==> src/rtl/toggle_sync_pkg.sv <==
// rtl/toggle_sync_pkg.sv - shared types and helpers for the toggle-channel request arbiters
package toggle_sync_pkg;

    typedef enum logic [1:0] {
        IDLE     = 2'd0,
        SEND     = 2'd1,
        WAIT_ACK = 2'd2
    } arb_state_e;

    localparam int DEFAULT_ACK_TIMEOUT = 64;

    function automatic int id_w(input int n);
        return (n > 1) ? $clog2(n) : 1;
    endfunction

endpackage

==> src/rtl/rr_pick.sv <==
// rtl/rr_pick.sv - combinational round-robin selector: first set bit at or after ptr, wrapping
module rr_pick
    import toggle_sync_pkg::*;
#(
    parameter int N = 4,
    parameter int W = id_w(N)
) (
    input  logic [N-1:0] pend,
    input  logic [W-1:0] ptr,
    output logic         valid,
    output logic [W-1:0] id
);

    logic [W-1:0] idx;

    // Scan from the farthest candidate back to ptr so the nearest set bit wins.
    always_comb begin
        valid = |pend;
        id    = '0;
        idx   = '0;
        for (int k = N - 1; k >= 0; k--) begin
            idx = W'((int'(ptr) + k) % N);
            if (pend[idx]) id = idx;
        end
    end

endmodule

==> src/rtl/toggle_req_arbiter.sv <==
// rtl/toggle_req_arbiter.sv - round-robin scheduler feeding one toggle-synchronizer channel
module toggle_req_arbiter
    import toggle_sync_pkg::*;
#(
    parameter int N_REQ       = 4,
    parameter int ID_W        = id_w(N_REQ),
    parameter int ACK_TIMEOUT = DEFAULT_ACK_TIMEOUT
) (
    input  logic             clk,
    input  logic             rst,
    input  logic [N_REQ-1:0] req_pulse,
    input  logic             ack_pol,
    output logic             tx_pol,
    output logic [ID_W-1:0]  tx_id,
    output logic             busy,
    output logic [N_REQ-1:0] done_pulse,
    output logic [N_REQ-1:0] pend,
    output logic [N_REQ-1:0] coalesce_pulse,
    output logic             ack_late
);

    localparam int              CNT_W   = $clog2(ACK_TIMEOUT + 2);
    localparam logic [CNT_W-1:0] CNT_MAX = CNT_W'(ACK_TIMEOUT);

    arb_state_e       state_q, state_d;
    logic             pol_q, pol_d;
    logic [ID_W-1:0]  id_q, id_d;
    logic [ID_W-1:0]  ptr_q, ptr_d;
    logic [N_REQ-1:0] pend_q, pend_d;
    logic [N_REQ-1:0] done_q, done_d;
    logic [N_REQ-1:0] coal_q, coal_d;
    logic [N_REQ-1:0] clr;
    logic             late_q, late_d;
    logic             busy_q, busy_d;
    logic [CNT_W-1:0] cnt_q, cnt_d;
    logic             ack_pol_q;
    logic             pick_valid;
    logic [ID_W-1:0]  pick_id;

    rr_pick #(.N(N_REQ), .W(ID_W)) u_pick (
        .pend  (pend_q),
        .ptr   (ptr_q),
        .valid (pick_valid),
        .id    (pick_id)
    );

    always_comb begin
        state_d = state_q;
        pol_d   = pol_q;
        id_d    = id_q;
        ptr_d   = ptr_q;
        late_d  = late_q;
        cnt_d   = cnt_q;
        clr     = '0;
        done_d  = '0;
        case (state_q)
            IDLE: begin
                if (pick_valid) begin
                    id_d    = pick_id;
                    state_d = SEND;
                end
            end
            SEND: begin
                pol_d   = ~pol_q;
                cnt_d   = '0;
                state_d = WAIT_ACK;
            end
            WAIT_ACK: begin
                if (ack_pol == pol_q) begin
                    clr     = N_REQ'(1) << id_q;
                    done_d  = clr;
                    ptr_d   = (id_q == ID_W'(N_REQ - 1)) ? '0 : id_q + ID_W'(1);
                    late_d  = 1'b0;
                    state_d = IDLE;
                end else begin
                    if (cnt_q != CNT_MAX) cnt_d = cnt_q + CNT_W'(1);
                    if ((ACK_TIMEOUT != 0) && (cnt_d == CNT_MAX)) late_d = 1'b1;
                end
            end
            default: state_d = IDLE;
        endcase
        busy_d = (state_d != IDLE);
        // A request landing on its own completion cycle re-arms the bit.
        pend_d = (pend_q & ~clr) | req_pulse;
        coal_d = req_pulse & pend_q & ~clr;
    end

    always_ff @(posedge clk or posedge rst) begin
        if (rst) begin
            state_q   <= IDLE;
            pol_q     <= 1'b0;
            id_q      <= '0;
            ptr_q     <= '0;
            pend_q    <= '0;
            done_q    <= '0;
            coal_q    <= '0;
            late_q    <= 1'b0;
            busy_q    <= 1'b0;
            cnt_q     <= '0;
            ack_pol_q <= 1'b0;
        end else begin
            state_q   <= state_d;
            pol_q     <= pol_d;
            id_q      <= id_d;
            ptr_q     <= ptr_d;
            pend_q    <= pend_d;
            done_q    <= done_d;
            coal_q    <= coal_d;
            late_q    <= late_d;
            busy_q    <= busy_d;
            cnt_q     <= cnt_d;
            ack_pol_q <= ack_pol;
        end
    end

    // The far side may only answer while a transfer is outstanding.
    ack_stable_outside_wait: assert property (@(posedge clk) disable iff (rst)
        (state_q != WAIT_ACK) |-> (ack_pol == ack_pol_q));

    assign tx_pol         = pol_q;
    assign tx_id          = id_q;
    assign busy           = busy_q;
    assign done_pulse     = done_q;
    assign pend           = pend_q;
    assign coalesce_pulse = coal_q;
    assign ack_late       = late_q;

endmodule

==> config.mk <==
export PLATFORM = sky130hd
export DESIGN_NAME = toggle_req_arbiter
export DESIGN_NICKNAME = d
export VERILOG_FILES = /design/src/rtl/toggle_sync_pkg.sv /design/src/rtl/rr_pick.sv /design/src/rtl/toggle_req_arbiter.sv
export SDC_FILE = /design/constraint.sdc
export NUM_CORES = 1
export LEC_CHECK = 0
export CAP_MARGIN = 5
export CELL_PAD_IN_SITES_DETAIL_PLACEMENT = 0
export CELL_PAD_IN_SITES_GLOBAL_PLACEMENT = 1
export CORE_MARGIN = 2
export CORE_UTILIZATION = 30
export CTS_CLUSTER_DIAMETER = 40
export CTS_CLUSTER_SIZE = 25
export DETAILED_ROUTE_END_ITERATION = 10
export PLACE_DENSITY = 0.67
export SYNTH_ARGS = -nofsm -noshare
export SYNTH_HDL_FRONTEND = slang
export SYNTH_SLANG_ARGS = --single-unit
==> constraint.sdc <==
create_clock -name clk -period 2.07 [get_ports clk]
set_input_delay 0.621 -clock clk [delete_from_list [all_inputs] [get_ports clk]]
set_output_delay 0.621 -clock clk [all_outputs]
set_load 0.03 [all_outputs]
==> flow_metrics.tcl, run 1 <==
set metrics [dict create \
    yosysSeqAreaShare 0.5068 \
    die-area_sq_um 5167 \
    final_nets 181 \
    maxSlewViolCount 0 \
    insertion_delay_ns 0.27 \
    grt_setup_unrepaired "no" \
    numCtsBuffers 3 \
    antenna_cells 0 \
    synthTopCellsByArea "dfrtp_1 (51%), ha_1 (5.4%), inv_1 (4.6%), xnor2_1 (4.4%), nand2_1 (3.3%)" \
    grt_max_degree 29 \
    hold_violations 0 \
    final-setup-viol-count 0 \
    ff2ff_path_depth 6 \
    slowest_delay_ns 0.68 \
    startpoint_type "flop" \
    synth_cell_types 34 \
    clock-sinks 28 \
    status "finished, final reports clean" \
    synthXorXnorAreaFrac 0.05068 \
    netlist.area_leader.share 0.5068 \
    ios 24 \
    syn-num-nets 150 \
    power.leakage_nw 0.8051 \
    initial_core_util 0.3154 \
    period_needed_ns 1.939 \
    place_worst_setup_slack_ns 0.06510 \
    synthSimpleGateAreaFrac 0.1430 \
    finalPower_mw 2.090 \
    ff_latch_area_sq_um 700.7 \
    avgSynthCellArea_sq_um 10.09 \
    cap_violations 0 \
    ys_ff_latch 28 \
    worst_slew_pin_slew_ns 0.3691 \
    worst_slack_ns 0.1313 \
    hold_depth 2 \
    die_y_um 71.89 \
    routed_wl_mm 2.978 \
    tns_ns 0 \
    multi_input_area_sq_um 604.3 \
    ys.flop_type "dfrtp_1" \
    place_area_sq_um 1709 \
    yosys_warnings 0 \
    syn-instance-count 137 \
    fin_crit_sh 0.9366 \
    drive_gt1_frac 0.07186 \
    fp.dieW_um 71.89 \
    post-synth-top-count-cell "dfrtp_1" \
    via_count 1069 \
    ant_nets 0 \
    fp.coreArea_sq_um 4384 \
    rows 24 \
    drt_iter0_markers 62 \
    required_ns 1.45 \
    fin_skew_ns 0.002518 \
    synth_edf_count 0 \
    routed_via_density 4.881 \
    cp.depth 1 \
    syn_to_final_growth_pct 28.42 \
    antenna_found_initial 0 \
    gp_congestion 0.7523 \
    crit_family "buffers and inverters" \
    synthAdderAreaFrac 0.05430 \
    synth.area.mux_share 0.02986 \
    syn_area_sq_um 1383 \
    drcViolationCount 0 \
    wire_per_inst_um 13.60 \
    htreeDepth 1 \
    slew_headroom 0.7505 \
    grt_pass1_vias 1139 \
    criticalPathCategory "reg2out" \
    fillCellCount 440 \
    worstPathBufferInverterCount 1 \
    critical_path.endpoint_type "primary output" \
    path_max_fanout 2 \
    yosysTopAreaCell "dfrtp_1" \
    grt-ovfl-total 0 \
    synthTopCellsByCount "dfrtp_1 (28), inv_1 (17), nand2_1 (12)" \
    clkTransAtPathRegs_ns 0.09 \
    port_buffers 23 \
    synth_async_sr_flop_share 1.000 \
    grt_pass1_wl_mm 5.257 \
    cts_buffer_depth 2 \
    synth_top_family_by_area "compound AO/OA/AOI/OAI gates" \
    clockRootBuffer "clkbuf_8" \
    synth_compound_area_frac 0.1593 \
    finalCoreUtilization 0.4050 \
    path_cells "clkdlybuf4s50_1" \
    dpl.hpwl_mm 2.288 \
    track_usage 0.1312 \
    design_area_sq_um 1775 \
    vdd_drop_max_mv 0.5572 \
    fmax_mhz 515.8 \
    cp.arrival_ns 1.32 \
    slowest_stage "clkdlybuf4s50_1" \
    p_per_area_nw_per_um2 1177 \
    worstHoldPathType "reg2reg" \
    dr.pass1.iters 4 \
    cts_tree "done" \
]
[per-stage QoR]
step,hold slack [ns],instances
5_1_grt,0.5559,219
3_3_place_gp,0.5174,215
4_1_cts,0.5317,219
3_5_place_dp,0.5172,215
6_report,0.5208,219
2_1_floorplan,0.4873,137
[cell families (layout without fill, tap and decap cells)]
logic type / count (synthesis) / count (layout)
muxes: 4 / 4
and+or+nand+nor: 40 / 40
xor gates and xnor gates: 8 / 8
buffers and inverters: 20 / 50
AOI/OAI and AO/OA: 31 / 31
DFF: 28 / 28
adders and majority gates: 6 / 6
[layout make-up]
class / instances / area share
flip-flops and latches: 28 / 0.3946
clock buffers: 4 / 0.03101
inverters: 17 / 0.03594
multi-input cells: 89 / 0.3404
repair buffers: 29 / 0.1614
well taps: 52 / 0.03665
[power breakdown]
| group | internal (mW) | total, mW | leakage (nW) | switching (mW) |
|---|---|---|---|---|
| Sequential | 0.680 | 0.814 | 0.345 | 0.134 |
| Combinational | 0.397 | 0.940 | 0.431 | 0.544 |
| Clock | 0.170 | 0.336 | 0.0288 | 0.166 |
| Total | 1.25 | 2.09 | 0.805 | 0.843 |
[state kept, by name (all words and copies together) (netlist names)]
signal	count
busy	1
done_pulse	4
tx_id	2
state_q	2
ack_late	1
tx_pol	1
coalesce_pulse	4
cnt_q	7
pend	4
ptr_q	2
[placed cells by master (no fill, tap or decap), types with 3 or more instances in the layout]
| cell type | count |
|---|---|
| dfrtp_1 | 28 |
| inv_1 | 17 |
| clkdlybuf4s50_1 | 17 |
| nand2_1 | 12 |
| o21ai_0 | 8 |
| nor2_1 | 7 |
| xnor2_1 | 7 |
| nand3_1 | 7 |
| ha_1 | 6 |
| buf_4 | 6 |
| a21o_1 | 5 |
| and3_1 | 5 |
| dlymetal6s2s_1 | 5 |
| o2bb2ai_1 | 4 |
| nand2b_1 | 4 |
| clkbuf_8 | 4 |
| mux2i_1 | 3 |
[repair_timing]
| action | in CTS | in global routing |
|---|---|---|
| gates cloned | 0 | 0 |
| endpoints found under the setup margin | 1 | 5 |
| buffers inserted | 0 | 0 |
| gates resized for setup | 1 | 5 |
| hold buffers | 0 | 0 |
[path summary, 6_finish.rpt]
check | startpoint | end | slack [ns]
setup / recovery | pend[1] | pend[1] | 0.13
hold / removal | ack_late | ack_late | 0.52
setup reg to reg | cnt_q[0] | ack_late | 0.24
hold reg to reg | ack_late | ack_late | 0.52
max in group asynchronous | rst | ack_late | 1.10
min in group asynchronous | rst | cnt_q[2] | 0.71
[worst min-delay path, cell delays in order (launching register included)]
cell and delay [ns]:
dfrtp_1 0.39, inv_1 0.05, a21oi_1 0.05
[layer usage]
metal / track usage / vias to the layer above / routed length, um
met5: 0 / - / 0
met4: 0.05241 / 0 / 46
met3: 0.03235 / 5 / 120
met2: 0.2274 / 18 / 1484
met1: 0.1554 / 516 / 1327
li1: - / 530 / -
Note: power is estimated with default switching activity, not from simulation.
==> inputs of run 2 (changes only) <==
CELL_PAD_IN_SITES_DETAIL_PLACEMENT = not set   (was 0)
CELL_PAD_IN_SITES_GLOBAL_PLACEMENT = not set   (was 1)
GPL_TIMING_DRIVEN = 0   (was not set)
PLACE_DENSITY = 0.55   (was 0.67)
==> run 2 against run 1 <==
Against the previous run: die area stayed put; wire length is 0.20% higher; combinational power is 4.9% lower; sequential share of layout area is 1.2 points higher; hold slack better by 0.0021 ns; power is 4.2% lower; critical path depth stayed put; non-clock buffer count is 3 lower; global-route usage hardly changed; via count is 1.0% higher; highest routed layer unchanged.
==> flow_metrics.tcl, run 2 (synthesis gave the netlist of run 1 again) <==
set metrics [dict create \
    clkTransAtPathRegs_ns 0.09 \
    clock-sinks 28 \
    crit_family "buffers and inverters" \
    grt_max_degree 29 \
    drcViolationCount 0 \
    largest_reg_flops 7 \
    dr.pass1.iters 4 \
    fin_crit_sh 0.9682 \
    grt_pass1_wl_mm 5.278 \
    slowest_stage "clkdlybuf4s50_1" \
    gp_congestion 0.8102 \
    insertion_delay_ns 0.28 \
    ff2ff_path_depth 6 \
    reg2reg_slack_ns 0.35 \
    r2r_end "ack_late" \
    slowest_delay_ns 0.69 \
    ant_nets 0 \
    fin_skew_ns 0.005418 \
    critical_path.endpoint_type "primary output" \
    most-common-layout-cells "dfrtp_1 (28), inv_1 (17), clkdlybuf4s50_1 (17)" \
    p_per_area_nw_per_um2 1164 \
    criticalPathCategory "reg2out" \
    worst_slew_pin_slew_ns 1.065 \
    wire_per_inst_um 13.88 \
    place_worst_setup_slack_ns -0.2548 \
    slew_headroom 0.2889 \
    dpl.hpwl_mm 2.205 \
    syn_to_final_growth_pct 24.52 \
    port_buffers 23 \
    die-area_sq_um 5167 \
    routed_wl_mm 2.984 \
    htreeDepth 1 \
    required_ns 1.45 \
    place_inst 212 \
    vdd_drop_max_mv 0.5191 \
    worstHoldPathType "reg2reg" \
    ff_latch_area_sq_um 700.7 \
    hp-start "ack_late" \
    layout_commonest_cell "dfrtp_1" \
    startpoint_type "flop" \
    hold_violations 0 \
    drive_gt1_frac 0.04908 \
    r2r-start "cnt_q[0]" \
    maxSlewViolCount 0 \
    initial_core_util 0.3154 \
    grt_setup_unrepaired "no" \
    cts_tree "done" \
    fillCellCount 463 \
    clockRootBuffer "clkbuf_8" \
    cap_violations 0 \
    multi_input_area_sq_um 606.8 \
    hold_depth 2 \
    power.leakage_nw 0.7616 \
    antenna_found_initial 0 \
    worst_slack_ns 0.06578 \
    final_cells 215 \
    grt-ovfl-total 0 \
    final-setup-viol-count 0 \
    path_max_fanout 4 \
    fmax_mhz 498.9 \
    worstPathBufferInverterCount 1 \
    via_count 1080 \
    routed_via_density 5.023 \
    post_cts_buffers 0 \
    die_y_um 71.89 \
    fp.dieW_um 71.89 \
    tns_ns 0 \
    cts_buffer_depth 2 \
    hold_buffers 0 \
    period_needed_ns 2.004 \
    cp.arrival_ns 1.38 \
    ios 24 \
    path_cells "clkdlybuf4s50_1" \
    track_usage 0.1308 \
    status "finished, final reports clean" \
    antenna_cells 0 \
    regMostFlops "cnt_q" \
    grt_pass1_vias 1166 \
    finalCoreUtilization 0.3927 \
    rows 24 \
    fp.coreArea_sq_um 4384 \
    crit_start "tx_id[1]" \
    numCtsBuffers 3 \
    hold_end "ack_late" \
    final_nets 178 \
    drt_iter0_markers 41 \
]
run 2: changes by cell type in the layout (fill, tap and decap cells not counted), sizes merged:
cell | before | now
dlymetal6s2s | 5 | 2
dlygate4sd2 | 1 | 4
buf | 6 | 2
run 2: cell type report:
class,count,share of cell area
Multi-Input combinational cell,89,0.3525
Clock buffer,3,0.02398
Inverter,17,0.03706
Tap cell,52,0.03779
Timing Repair Buffer,23,0.1337
Buffer,3,0.007994
Sequential cell,28,0.4070
run 2: worst max path at each step:
stage / slack (ns) / to / cells past startpoint
global route: 0.01 / tx_id[1] / 1
floorplan: 0.49 / ptr_q[1] / 3
detailed placement: -0.25 / coalesce_pulse[1] / 5
CTS: 0.02 / tx_pol / 1
global placement: -0.26 / coalesce_pulse[1] / 5
finish: 0.07 / tx_id[1] / 1
run 2: power by group:
| group | internal [mW] | switching, mW |
|---|---|---|
| registers | 0.680 | 0.136 |
| logic | 0.353 | 0.542 |
| clock network | 0.131 | 0.162 |
run 2: worst min-delay path, stage by stage (launching register included):
cell,delay (ns)
dfrtp_1,0.39
inv_1,0.05
a21oi_1,0.05
run 2: metrics by stage:
step | hold slack, ns | power (mW) | cell area, sq um
after floorplan | 0.4873 | 1.417 | 1383
after global placement | 0.5098 | 1.721 | 1678
after detailed placement | 0.5189 | 1.739 | 1678
after CTS | 0.5334 | 2.034 | 1714
after global routing | 0.5699 | 2.168 | 1722
final | 0.5229 | 2.004 | 1722
run 2: what timing repair did:
action                                  CTS  global route
pin swaps                                 0             0
resized for setup                         4             3
endpoints found under the setup margin    4            11
run 2: routing by layer:
metal	vias to the layer above	wire (um)	track usage
li1	524	-	-
met5	-	0	0
met3	7	79	0.02391
met4	0	63	0.05241
met1	530	1391	0.1759
met2	19	1449	0.2088
